==> src/rtl/hazard_pipe_regs_pkg.sv <==
// Shared types for the hazard-aware pipeline registers: per-stage control
// bundles and the all-zero bubble constants loaded on flush and reset.
package hazard_pipe_regs_pkg;

    typedef struct packed {
        logic        arm;
        logic        valid;
        logic        pcsrc;
        logic        reg_write;
        logic        mem_write;
        logic [1:0]  result_src;
        logic [4:0]  rd;
        logic [4:0]  rs1;
        logic [4:0]  rs2;
    } stage_ctrl_t;

    localparam stage_ctrl_t STAGE_BUBBLE = '0;

    typedef struct packed {
        logic [31:0] instr;
        logic        arm;
        logic        valid;
    } fd_t;

    localparam fd_t FD_BUBBLE = '0;

    // Controls that survive past execute; source registers are no longer needed.
    typedef struct packed {
        logic        arm;
        logic        valid;
        logic        pcsrc;
        logic        reg_write;
        logic [1:0]  result_src;
        logic [4:0]  rd;
    } wb_ctrl_t;

    typedef struct packed {
        wb_ctrl_t    wb;
        logic        mem_write;
    } mem_ctrl_t;

    localparam wb_ctrl_t  WB_BUBBLE  = '0;
    localparam mem_ctrl_t MEM_BUBBLE = '0;

endpackage

==> src/rtl/hazard_pipe_regs_stage.sv <==
// Generic pipeline boundary register: async reset and sync clear both load
// the bubble value; clear wins over enable.
module pipe_stage_reg #(
    parameter int             W      = 8,
    parameter logic [W-1:0]   BUBBLE = '0
) (
    input  logic         clk,
    input  logic         reset,
    input  logic         en,
    input  logic         clear,
    input  logic [W-1:0] d,
    output logic [W-1:0] q
);

    always_ff @(posedge clk or posedge reset) begin
        if (reset) begin
            q <= BUBBLE;
        end else if (clear) begin
            q <= BUBBLE;
        end else if (en) begin
            q <= d;
        end
    end

endmodule

==> src/rtl/hazard_pipe_regs.sv <==
// F/D, D/E, E/M and M/W pipeline registers with stall/flush handling and a
// retired-instruction counter at writeback.
module hazard_pipe_regs
    import hazard_pipe_regs_pkg::*;
(
    input  logic        clk,
    input  logic        reset,
    input  logic        StallF,
    input  logic        StallD,
    input  logic        FlushD,
    input  logic        FlushE,
    input  logic [31:0] InstrF,
    input  logic        armF,
    input  logic        RegWriteD,
    input  logic        MemWriteD,
    input  logic        PCSrcD,
    input  logic [1:0]  ResultSrcD,
    input  logic [4:0]  RdD,
    input  logic [4:0]  Rs1D,
    input  logic [4:0]  Rs2D,
    output logic [31:0] InstrD,
    output logic        armD,
    output logic        armE,
    output logic        armM,
    output logic        armW,
    output logic        PCSrcE,
    output logic        PCSrcM,
    output logic        PCSrcW,
    output logic        RegWriteE,
    output logic        RegWriteM,
    output logic        RegWriteW,
    output logic        MemWriteE,
    output logic        MemWriteM,
    output logic [1:0]  ResultSrcE,
    output logic [1:0]  ResultSrcM,
    output logic [1:0]  ResultSrcW,
    output logic [4:0]  RdE,
    output logic [4:0]  RdM,
    output logic [4:0]  RdW,
    output logic [4:0]  Rs1E,
    output logic [4:0]  Rs2E,
    output logic        validD,
    output logic        validE,
    output logic        validM,
    output logic        validW,
    output logic [31:0] RetiredW
);

    fd_t         fd_d, fd_q;
    stage_ctrl_t de_d, de_q;
    mem_ctrl_t   em_d, em_q;
    wb_ctrl_t    mw_d, mw_q;

    // The PC register lives outside this block, so fetch stall has nothing to hold here.
    logic unused_stall_f;
    assign unused_stall_f = StallF;

    assign fd_d = '{instr: InstrF, arm: armF, valid: 1'b1};

    pipe_stage_reg #(.W($bits(fd_t)), .BUBBLE(FD_BUBBLE)) u_fd (
        .clk   (clk),
        .reset (reset),
        .en    (~StallD),
        .clear (FlushD),
        .d     (fd_d),
        .q     (fd_q)
    );

    assign de_d = '{arm:        fd_q.arm,
                    valid:      fd_q.valid,
                    pcsrc:      PCSrcD,
                    reg_write:  RegWriteD,
                    mem_write:  MemWriteD,
                    result_src: ResultSrcD,
                    rd:         RdD,
                    rs1:        Rs1D,
                    rs2:        Rs2D};

    pipe_stage_reg #(.W($bits(stage_ctrl_t)), .BUBBLE(STAGE_BUBBLE)) u_de (
        .clk   (clk),
        .reset (reset),
        .en    (1'b1),
        .clear (FlushE),
        .d     (de_d),
        .q     (de_q)
    );

    assign em_d = '{wb: '{arm:        de_q.arm,
                          valid:      de_q.valid,
                          pcsrc:      de_q.pcsrc,
                          reg_write:  de_q.reg_write,
                          result_src: de_q.result_src,
                          rd:         de_q.rd},
                    mem_write: de_q.mem_write};

    pipe_stage_reg #(.W($bits(mem_ctrl_t)), .BUBBLE(MEM_BUBBLE)) u_em (
        .clk   (clk),
        .reset (reset),
        .en    (1'b1),
        .clear (1'b0),
        .d     (em_d),
        .q     (em_q)
    );

    assign mw_d = em_q.wb;

    pipe_stage_reg #(.W($bits(wb_ctrl_t)), .BUBBLE(WB_BUBBLE)) u_mw (
        .clk   (clk),
        .reset (reset),
        .en    (1'b1),
        .clear (1'b0),
        .d     (mw_d),
        .q     (mw_q)
    );

    // Counts the instruction sitting in writeback at each edge; wraps naturally.
    always_ff @(posedge clk or posedge reset) begin
        if (reset) begin
            RetiredW <= '0;
        end else if (mw_q.valid) begin
            RetiredW <= RetiredW + 32'd1;
        end
    end

    assign InstrD     = fd_q.instr;
    assign armD       = fd_q.arm;
    assign validD     = fd_q.valid;

    assign armE       = de_q.arm;
    assign validE     = de_q.valid;
    assign PCSrcE     = de_q.pcsrc;
    assign RegWriteE  = de_q.reg_write;
    assign MemWriteE  = de_q.mem_write;
    assign ResultSrcE = de_q.result_src;
    assign RdE        = de_q.rd;
    assign Rs1E       = de_q.rs1;
    assign Rs2E       = de_q.rs2;

    assign armM       = em_q.wb.arm;
    assign validM     = em_q.wb.valid;
    assign PCSrcM     = em_q.wb.pcsrc;
    assign RegWriteM  = em_q.wb.reg_write;
    assign MemWriteM  = em_q.mem_write;
    assign ResultSrcM = em_q.wb.result_src;
    assign RdM        = em_q.wb.rd;

    assign armW       = mw_q.arm;
    assign validW     = mw_q.valid;
    assign PCSrcW     = mw_q.pcsrc;
    assign RegWriteW  = mw_q.reg_write;
    assign ResultSrcW = mw_q.result_src;
    assign RdW        = mw_q.rd;

endmodule
==> config.mk <==
export PLATFORM = sky130hd
export DESIGN_NAME = hazard_pipe_regs
export DESIGN_NICKNAME = d
export VERILOG_FILES = /design/src/rtl/hazard_pipe_regs_pkg.sv /design/src/rtl/hazard_pipe_regs_stage.sv /design/src/rtl/hazard_pipe_regs.sv
export SDC_FILE = /design/constraint.sdc
export NUM_CORES = 1
export LEC_CHECK = 0
export CORE_MARGIN = 2
export CORE_UTILIZATION = 44
export CTS_BUF_LIST = sky130_fd_sc_hd__clkbuf_4
export CTS_CLUSTER_SIZE = 12
export DETAILED_ROUTE_END_ITERATION = 7
export GPL_ROUTABILITY_DRIVEN = 0
export PLACE_DENSITY = 0.86
export SYNTH_ARGS = -nofsm -noshare
export SYNTH_HDL_FRONTEND = slang
export SYNTH_SLANG_ARGS = --single-unit
export TNS_END_PERCENT = 50
==> constraint.sdc <==
create_clock -name clk -period 4.51 [get_ports clk]
set_input_delay 0.6765 -clock clk [delete_from_list [all_inputs] [get_ports clk]]
set_output_delay 0.6765 -clock clk [all_outputs]
set_load 0.01 [all_outputs]
==> results of run 1 <==
[path summary, 6_finish.rpt]
kind,from,to,slack [ns],depth (start not counted)
max,RetiredW[22]$_DFFE_PP0P_,RetiredW[22],2.24,1
min,u_em.q[5]$_DFF_PP0_,u_mw.q[4]$_DFF_PP0_,0.37,0
max reg2reg,u_mw.q[9]$_DFF_PP0_,RetiredW[17]$_DFFE_PP0P_,2.62,4
min reg2reg,u_em.q[5]$_DFF_PP0_,u_mw.q[4]$_DFF_PP0_,0.37,0
max in group asynchronous,reset,u_em.q[5]$_DFF_PP0_,2.98,3
min in group asynchronous,reset,RetiredW[30]$_DFFE_PP0P_,0.68,2
[sequential cells by signal, summed over array words and instances, names as in the netlist]
name,cells
u_de.q,22
u_mw.q,11
u_fd.q,34
RetiredW,32
u_em.q,12
[power breakdown]
part	switching (mW)	internal (mW)
sequential	0.0573	1.05
clock	0.344	0.135
combinational	0.121	0.180
[Yosys cell counts]
| cell type | n | share of area |
|---|---|---|
| a21oi_1 | 1 | 0.0012 |
| and2_1 | 4 | 0.0061 |
| and3_1 | 3 | 0.0046 |
| and3_2 | 1 | 0.0018 |
| and4_1 | 4 | 0.0085 |
| and4_2 | 1 | 0.0024 |
| buf_1 | 1 | 0.00091 |
| buf_2 | 3 | 0.0037 |
| clkbuf_1 | 7 | 0.0064 |
| dfrtp_1 | 111 | 0.68 |
| ha_1 | 1 | 0.0030 |
| inv_1 | 5 | 0.0046 |
| mux2_2 | 1 | 0.0027 |
| mux2i_1 | 33 | 0.080 |
| nand2_1 | 12 | 0.011 |
| nand3_1 | 8 | 0.0098 |
| nand4_1 | 7 | 0.011 |
| nand4_2 | 2 | 0.0061 |
| nand4_4 | 1 | 0.0052 |
| nor2_1 | 39 | 0.036 |
| nor2b_1 | 21 | 0.032 |
| nor3_1 | 7 | 0.0085 |
| nor3_2 | 1 | 0.0024 |
| nor3b_1 | 1 | 0.0018 |
| nor4_1 | 4 | 0.0061 |
| or4_1 | 1 | 0.0018 |
| xnor2_1 | 16 | 0.034 |
| xor2_1 | 15 | 0.032 |
[cell type report]
type / instances / area (sq um) / area share
multi-input combinational: 184 / 1265 / 0.2097
clock buffer: 10 / 75.07 / 0.01245
tap: 111 / 138.9 / 0.02302
timing repair buffer: 170 / 1692 / 0.2804
inverter: 5 / 21.27 / 0.003526
clock inverter: 6 / 62.56 / 0.01037
sequential: 111 / 2778 / 0.4605
[through the flow]
step	instances	hold slack [ns]	power, mW	area [sq um]	setup slack, ns
6_report	597	0.3732	1.890	6032	2.242
3_3_place_gp	581	0.3562	1.419	5894	2.271
4_1_cts	597	0.3882	1.908	6032	2.223
3_5_place_dp	581	0.3588	1.434	5894	2.200
2_1_floorplan	311	0.4160	1.230	4106	0.9028
5_1_grt	597	0.3962	1.984	6032	2.144
[layer usage]
metal  global-route usage  part of all wire
met1               0.2193              0.38
met2               0.3333              0.52
met3              0.07143             0.083
met4              0.07903             0.026
met5                    0                 0
[cell families (layout without fill, tap and decap cells)]
kind of cell    after synthesis  after routing  share of synthesized area
compound gates                1              1                   0.001218
xor+xnor                     31             31                    0.06612
fa+ha+maj                     1              1                   0.003046
buf+inv                      16            191                    0.01554
flops                       111            111                     0.6764
mux                          34             34                    0.08318
simple gates                117            117                     0.1545
==> results.md, run 1 <==
* Outcome: completed
* Crit. End Element: output pin
* Die H at 100.6 um
* Largest net degree at the start of global routing at 59
* Period utilisation layout at 0.5030
* I/O Buffers at 168
* I/O pins at 170
* Setup TNS at 0 ns
* Max rail drop VDD at 0.1778 mV
* RSZ-0062 raised after global routing: false
* Final Max Slew Viols at 0
* Slew HR at 0.1875
* Mapped Area at 4106 sq um
* Endpoints failing setup at 0
* Kind of cell adding the most delay to the critical path: buffers and inverters
* CP Class: reg2out
* Hpwl dp at 7025 um
* Die ar. at 10,120 sq um
* Fillers at 688
* Vias per cell at 4.933
* Synth warnings at 0
* Vias at 2,945
* H-tree depth at 3
* Max-cap violations at 0
* Commonest cells after routing, fill and taps aside: 167 x clkdlybuf4s50_1, 111 x dfrtp_1, 39 x nor2_1
* Post CTS Setup Buffer Count at 0
* Initial DRT Pass Iterations at 4
* Clk sinks at 111
* #FFs+latches synth at 111
* Antenna violation net count after detailed routing at 0
* Antenna violations before repair at 0
* Final Util at 0.6591
* Fin. Hold Viols at 0
* Slowest CP cell: clkdlybuf4s50_1
* Antenna cells at 0
* Clk Latency, worst-skew pair at 0.46 ns
* DRC at 0
* Slowest stage delay, CP at 0.60 ns
* CP cell instances: clkdlybuf4s50_1
* Cells after synthesis at 311
* Post_cts resized at 0
* GRT overflow at 0
* P_leak at 2.771 nW
* Critical path startpoint category: flop
* Syn avg cell area at 13.20 sq um
* Area growth, synth to finish at 46.89%
* Site Rows at 35
* Total CTS buffers at 9
* Hold_buf cts at 0
* Power per cell area at 313.3 nW/um^2
* Final Skew at 0.02539 ns
* Post-synthesis sequential area ratio at 0.6764
* Longest Clk Path Bufs at 2
* Critical path buffers and inverters at 1
* Leading cell type in the layout, fill and taps excluded: clkdlybuf4s50_1
* Hold Crit Class: reg2reg
* Die span in x at 100.6 um
* Initial drt markers at 115
* Minimum clock period after layout at 2.268 ns
* DR WL/cell at 15.66 um
* CTS tree: yes
* Critical Path AT at 1.59 ns
* Post-Syn Nets at 371
* Initial core utilization at 0.4487
* Core Region at 9153 sq um
* First-pass GRT wire length at 15,250 um
* Final wirelength at 9350 um
* Slew @ Worst Pin at 1.215 ns
* Clk root buf: clkbuf_4
* Total Routing Usage GR at 0.1944
* Fraction of layout cells with a size suffix above 1 at 0.05556
* Vias in the first global route at 3,175
* Final net count at 541
* CP Max Fanout at 8
* CTS clk-pin slew, worst paths at 0.19 ns
* CP required at 3.83 ns
* Highest clock rate at 440.8 MHz
* Netlist cell types at 28
Power figures use the tool's default switching activity.
==> inputs of run 2 (changes only) <==
- CORE_UTILIZATION: 44 -> 40
- PLACE_DENSITY: 0.86 -> 0.83
- clock period: 4.51 -> 1.9 ns (I/O delays scaled with it)
==> run 2 against run 1 <==
Compared with the run above: sequential cell count did not move; sequential share of layout area fell by 0.61 points; clock skew fell by 0.0045 ns; hold slack got worse by 0.17 ns; die area rose by 9.6%; critical path type unchanged; critical endpoint unchanged; largest cell class unchanged.
==> results.md, run 2 (same netlist as run 1, synthesis figures left out) <==
* Outcome: completed
* Core Region at 9864 sq um
* Minimum clock period after layout at 1.800 ns
* Setup TNS at 0 ns
* Total Routing Usage GR at 0.1765
* Kind of cell adding the most delay to the critical path: buffers and inverters
* Final Max Slew Viols at 0
* Commonest cells after routing, fill and taps aside: 167 x clkdlybuf4s50_1, 111 x dfrtp_1, 39 x nor2_1
* Initial drt markers at 79
* Slowest stage delay, CP at 0.59 ns
* P_leak at 2.793 nW
* Max rail drop VDD at 0.3764 mV
* CP cell instances: clkdlybuf4s50_1
* Slowest CP cell: clkdlybuf4s50_1
* Antenna violation net count after detailed routing at 0
* Max-cap violations at 0
* DRC at 0
* Crit. End Element: output pin
* Crit. path cell count at 1
* Critical path startpoint category: flop
* Die span in x at 105.3 um
* Vias in the first global route at 2,990
* Final net count at 546
* Vias per cell at 4.728
* Initial core utilization at 0.4163
* Site Rows at 36
* Clk sinks at 111
* Endpoints failing setup at 0
* Reg2reg path depth at 4
* Final Util at 0.6197
* Dpl cell area at 5998 sq um
* Power per cell area at 716.6 nW/um^2
* Most flops, register: u_fd.q
* Fin. Hold Viols at 0
* Total CTS buffers at 9
* R2R Setup Slk at 0.14 ns
* Final wirelength at 9525 um
* GRT overflow at 0
* Hpwl dp at 7188 um
* Largest register FFs at 34
* CTS tree: yes
* Fillers at 780
* Fraction of layout cells with a size suffix above 1 at 0.06314
* I/O pins at 170
* Post_cts resized at 0
* Post CTS Setup Buffer Count at 0
* Hold Crit Class: in2async
* DR WL/cell at 15.26 um
* Initial DRT Pass Iterations at 4
* Area growth, synth to finish at 48.87%
* Clk Latency, worst-skew pair at 0.43 ns
* Hold_buf cts at 0
* Slew @ Worst Pin at 0.4876 ns
* Clk root buf: clkbuf_4
* CP Max Fanout at 8
* CP Class: reg2out
* Die H at 105.3 um
* Final Skew at 0.02086 ns
* Leading cell type in the layout, fill and taps excluded: clkdlybuf4s50_1
* Critical path buffers and inverters at 1
* Antenna violations before repair at 0
* Longest Clk Path Bufs at 2
* Die ar. at 11,090 sq um
* CP required at 1.62 ns
* Largest net degree at the start of global routing at 42
* Period utilisation layout at 0.9471
* CTS clk-pin slew, worst paths at 0.17 ns
* I/O Buffers at 168
* Slew HR at 0.6742
* Highest clock rate at 555.7 MHz
* Final instance area at 6113 sq um
* Vias at 2,950
* Antenna cells at 0
* Largest regs: u_fd.q: 34 flops, RetiredW: 32 flops, u_de.q: 22 flops
* H-tree depth at 3
* Critical Path AT at 1.51 ns
* RSZ-0062 raised after global routing: false
* First-pass GRT wire length at 15,540 um
[run 2: layer usage]
metal | vias to the layer above | wire [um] | GRT usage
met5 | - | 0 | 0
met4 | 0 | 59 | 0.05429
met1 | 1448 | 3688 | 0.2122
met3 | 4 | 752 | 0.04947
li1 | 1384 | - | -
met2 | 114 | 5025 | 0.3069
[run 2: final cells by class]
class	instances	area, sq um	share of cell area
Sequential cell	111	2778	0.4544
Timing Repair Buffer	175	1767	0.2890
Multi-Input combinational cell	184	1265	0.2069
Tap cell	133	166.4	0.02722
Clock buffer	9	67.56	0.01105
Clock inverter	7	47.55	0.007777
Inverter	5	22.52	0.003684
[run 2: stage by stage]
step	hold WS (ns)	total power [mW]	setup WS, ns	cells
2_1_floorplan	0.3506	2.919	0.2715	311
3_3_place_gp	0.3565	3.384	0.2179	608
3_5_place_dp	0.3578	3.410	0.2006	608
4_1_cts	0.1795	4.431	0.06780	624
5_1_grt	0.2154	4.605	0.007190	624
6_report	0.1995	4.381	0.1005	624
[run 2: where the power goes]
group          internal (mW)  switching (mW)  leakage, nW
sequential              2.50           0.123         1.47
combinational          0.439           0.294         1.26
clock                  0.272           0.754       0.0637
total                   3.21            1.17         2.79
[run 2: final timing paths]
check                                    startpoint                  endpoint
hold / removal                                reset    u_fd.q[29]$_DFFE_PP0P_
setup / recovery           RetiredW[22]$_DFFE_PP0P_              RetiredW[22]
hold reg to reg                u_de.q[20]$_DFF_PP0_      u_em.q[10]$_DFF_PP0_
min in group clk                             StallD     u_fd.q[0]$_DFFE_PP0P_
max in group asynchronous                     reset  RetiredW[14]$_DFFE_PP0P_
setup reg to reg            RetiredW[3]$_DFFE_PP0P_  RetiredW[29]$_DFFE_PP0P_
==> inputs of run 3 (changes only) <==
--- a/config.mk
+++ b/config.mk
@@ -6,4 +6,5 @@
 export NUM_CORES = 1
 export LEC_CHECK = 0
+export CAP_MARGIN = 10
 export CORE_MARGIN = 2
 export CORE_UTILIZATION = 40
==> constraint.sdc (replaced) <==
create_clock -name clk -period 1.9 [get_ports clk]
set_input_delay 0.38 -clock clk [delete_from_list [all_inputs] [get_ports clk]]
set_output_delay 0.38 -clock clk [all_outputs]
set_load 0.01 [all_outputs]
==> run 3 against run 2 <==
Compared with the run above: count of clock-buffer cells in the layout is the same; sequential share of layout area shrank 0.54 points; die area is the same; final area grew 1.8%; cell count grew 1.3%; clock skew shrank 0.0044 ns; critical path depth is the same; clock power is essentially flat; maximum frequency shrank 1.2%; register-to-register slack gained 0.02 ns; combinational power grew 2.9%; worst setup slack lost 0.021 ns; largest power group unchanged.
==> results.md, run 3 (same netlist as run 1, synthesis figures left out) <==
* Hold_buf cts at 0
* Placed cell count at 608
* Final Util at 0.6309
* CTS tree: yes
* Period utilisation layout at 0.9583
* Final wirelength at 9513 um
* I/O pins at 170
* Slew HR at 0.6886
* Die H at 105.3 um
* Clk root buf: clkbuf_4
* Total Routing Usage GR at 0.1800
* Fillers at 770
* Vias at 2,958
* H-tree depth at 3
* Hpwl dp at 7172 um
* Longest Clk Path Bufs at 2
* Site Rows at 36
* Final instance area at 6223 sq um
* Final Skew at 0.01643 ns
* I/O Buffers at 168
* CP Class: reg2out
* Clk Latency, worst-skew pair at 0.44 ns
* Critical path startpoint category: flop
* Endpoints failing setup at 0
* Setup TNS at 0 ns
* Leading cell type in the layout, fill and taps excluded: clkdlybuf4s50_1
* Die ar. at 11,090 sq um
* Vias per cell at 4.680
* Fraction of layout cells with a size suffix above 1 at 0.1044
* Crit. End Element: output pin
* Highest clock rate at 549.2 MHz
* Fin. Hold Viols at 0
* Core Region at 9864 sq um
* CTS clk-pin slew, worst paths at 0.17 ns
* Area growth, synth to finish at 51.55%
* Max rail drop VDD at 0.4384 mV
* CP Max Fanout at 6
* GRT overflow at 0
* Largest regs: u_fd.q: 34 flops, RetiredW: 32 flops, u_de.q: 22 flops
* First-pass GRT wire length at 15,690 um
* Max-cap violations at 0
* Final net count at 553
* Commonest cells after routing, fill and taps aside: 155 x clkdlybuf4s50_1, 98 x dfrtp_1, 39 x nor2_1
* Critical Path AT at 1.44 ns
* Hold_ws at 0.2893 ns
* CP required at 1.52 ns
* Slowest stage delay, CP at 0.55 ns
* Vias in the first global route at 3,115
* Critical path buffers and inverters at 1
* Register area at 2794 sq um
* Final Instance Count excl. Fillers at 632
* Initial core utilization at 0.4163
* CP cell instances: clkdlybuf4s50_1
* Die span in x at 105.3 um
* Footprint of the multi-input gates at 1265 sq um
* RSZ-0062 raised after global routing: false
* Hold Crit Class: in2async
* Power per cell area at 709.4 nW/um^2
* Minimum clock period after layout at 1.821 ns
* Final Max Slew Viols at 0
* Most flops, register: u_fd.q
* DR WL/cell at 15.05 um
* Initial DRT Pass Iterations at 4
* Largest register FFs at 34
* P_leak at 3.005 nW
* Kind of cell adding the most delay to the critical path: buffers and inverters
* Antenna violation net count after detailed routing at 0
* Slowest CP cell: clkdlybuf4s50_1
* Slew @ Worst Pin at 0.4661 ns
* Clk sinks at 111
* Total CTS buffers at 9
* Outcome: completed
* Initial drt markers at 71
* Dpl cell area at 5998 sq um
* Antenna violations before repair at 1
* DRC at 0
* Largest net degree at the start of global routing at 42
run 3: changes by cell type in the layout (fill, tap and decap cells not counted), sizes merged:
cell           change
diode              +1
clkdlybuf4s50     -12
dlymetal6s2s      +12
clkinv             -3
buf                +7
inv                +1
clkinvlp           +2
run 3: worst paths after layout:
kind | from | to | slack (ns) | cells past startpoint
max | RetiredW[4]$_DFFE_PP0P_ | RetiredW[4] | 0.08 | 1
min | reset | u_fd.q[23]$_DFFE_PP0P_ | 0.29 | 2
max reg2reg | RetiredW[1]$_DFFE_PP0P_ | RetiredW[26]$_DFFE_PP0P_ | 0.16 | 5
min reg2reg | u_de.q[20]$_DFF_PP0_ | u_em.q[10]$_DFF_PP0_ | 0.39 | 0
max in group asynchronous | reset | u_mw.q[9]$_DFF_PP0_ | 1.03 | 3
min in group clk | u_de.q[20]$_DFF_PP0_ | u_em.q[10]$_DFF_PP0_ | 0.39 | 0
run 3: power by group:
group / switching, mW / internal, mW / total [mW]
clock: 0.756 / 0.283 / 1.04
sequential: 0.115 / 2.51 / 2.62
combinational: 0.308 / 0.446 / 0.754
total: 1.18 / 3.24 / 4.42
run 3: what timing repair did:
item                                    in CTS  in global routing
buffers inserted                             0                  7
pin swaps                                    0                  0
gates resized for setup                      4                 21
endpoints found under the setup margin       4                 22
run 3: metrics by stage:
stage | power, mW | worst slack (ns)
final | 4.415 | 0.07928
after global routing | 4.641 | 0.003103
after CTS | 4.467 | 0.001977
after detailed placement | 3.414 | 0.2175
after global placement | 3.384 | 0.2211
after floorplan | 2.919 | 0.1765
run 3: cell type report:
type | instances | share of cell area
Tap cell | 133 | 0.02674
Inverter | 5 | 0.003619
Antenna cell | 1 | 0.0004021
Multi-Input combinational cell | 184 | 0.2033
Timing Repair Buffer | 182 | 0.2971
Clock inverter | 7 | 0.009047
Sequential cell | 111 | 0.4489
Clock buffer | 9 | 0.01086
run 3: per-layer routing:
layer | vias to the layer above | global-route usage | share of wire
li1 | 1402 | - | -
met1 | 1422 | 0.2075 | 0.39
met2 | 117 | 0.3074 | 0.51
met3 | 17 | 0.07174 | 0.079
met4 | 0 | 0.05524 | 0.022
met5 | - | 0 | 0
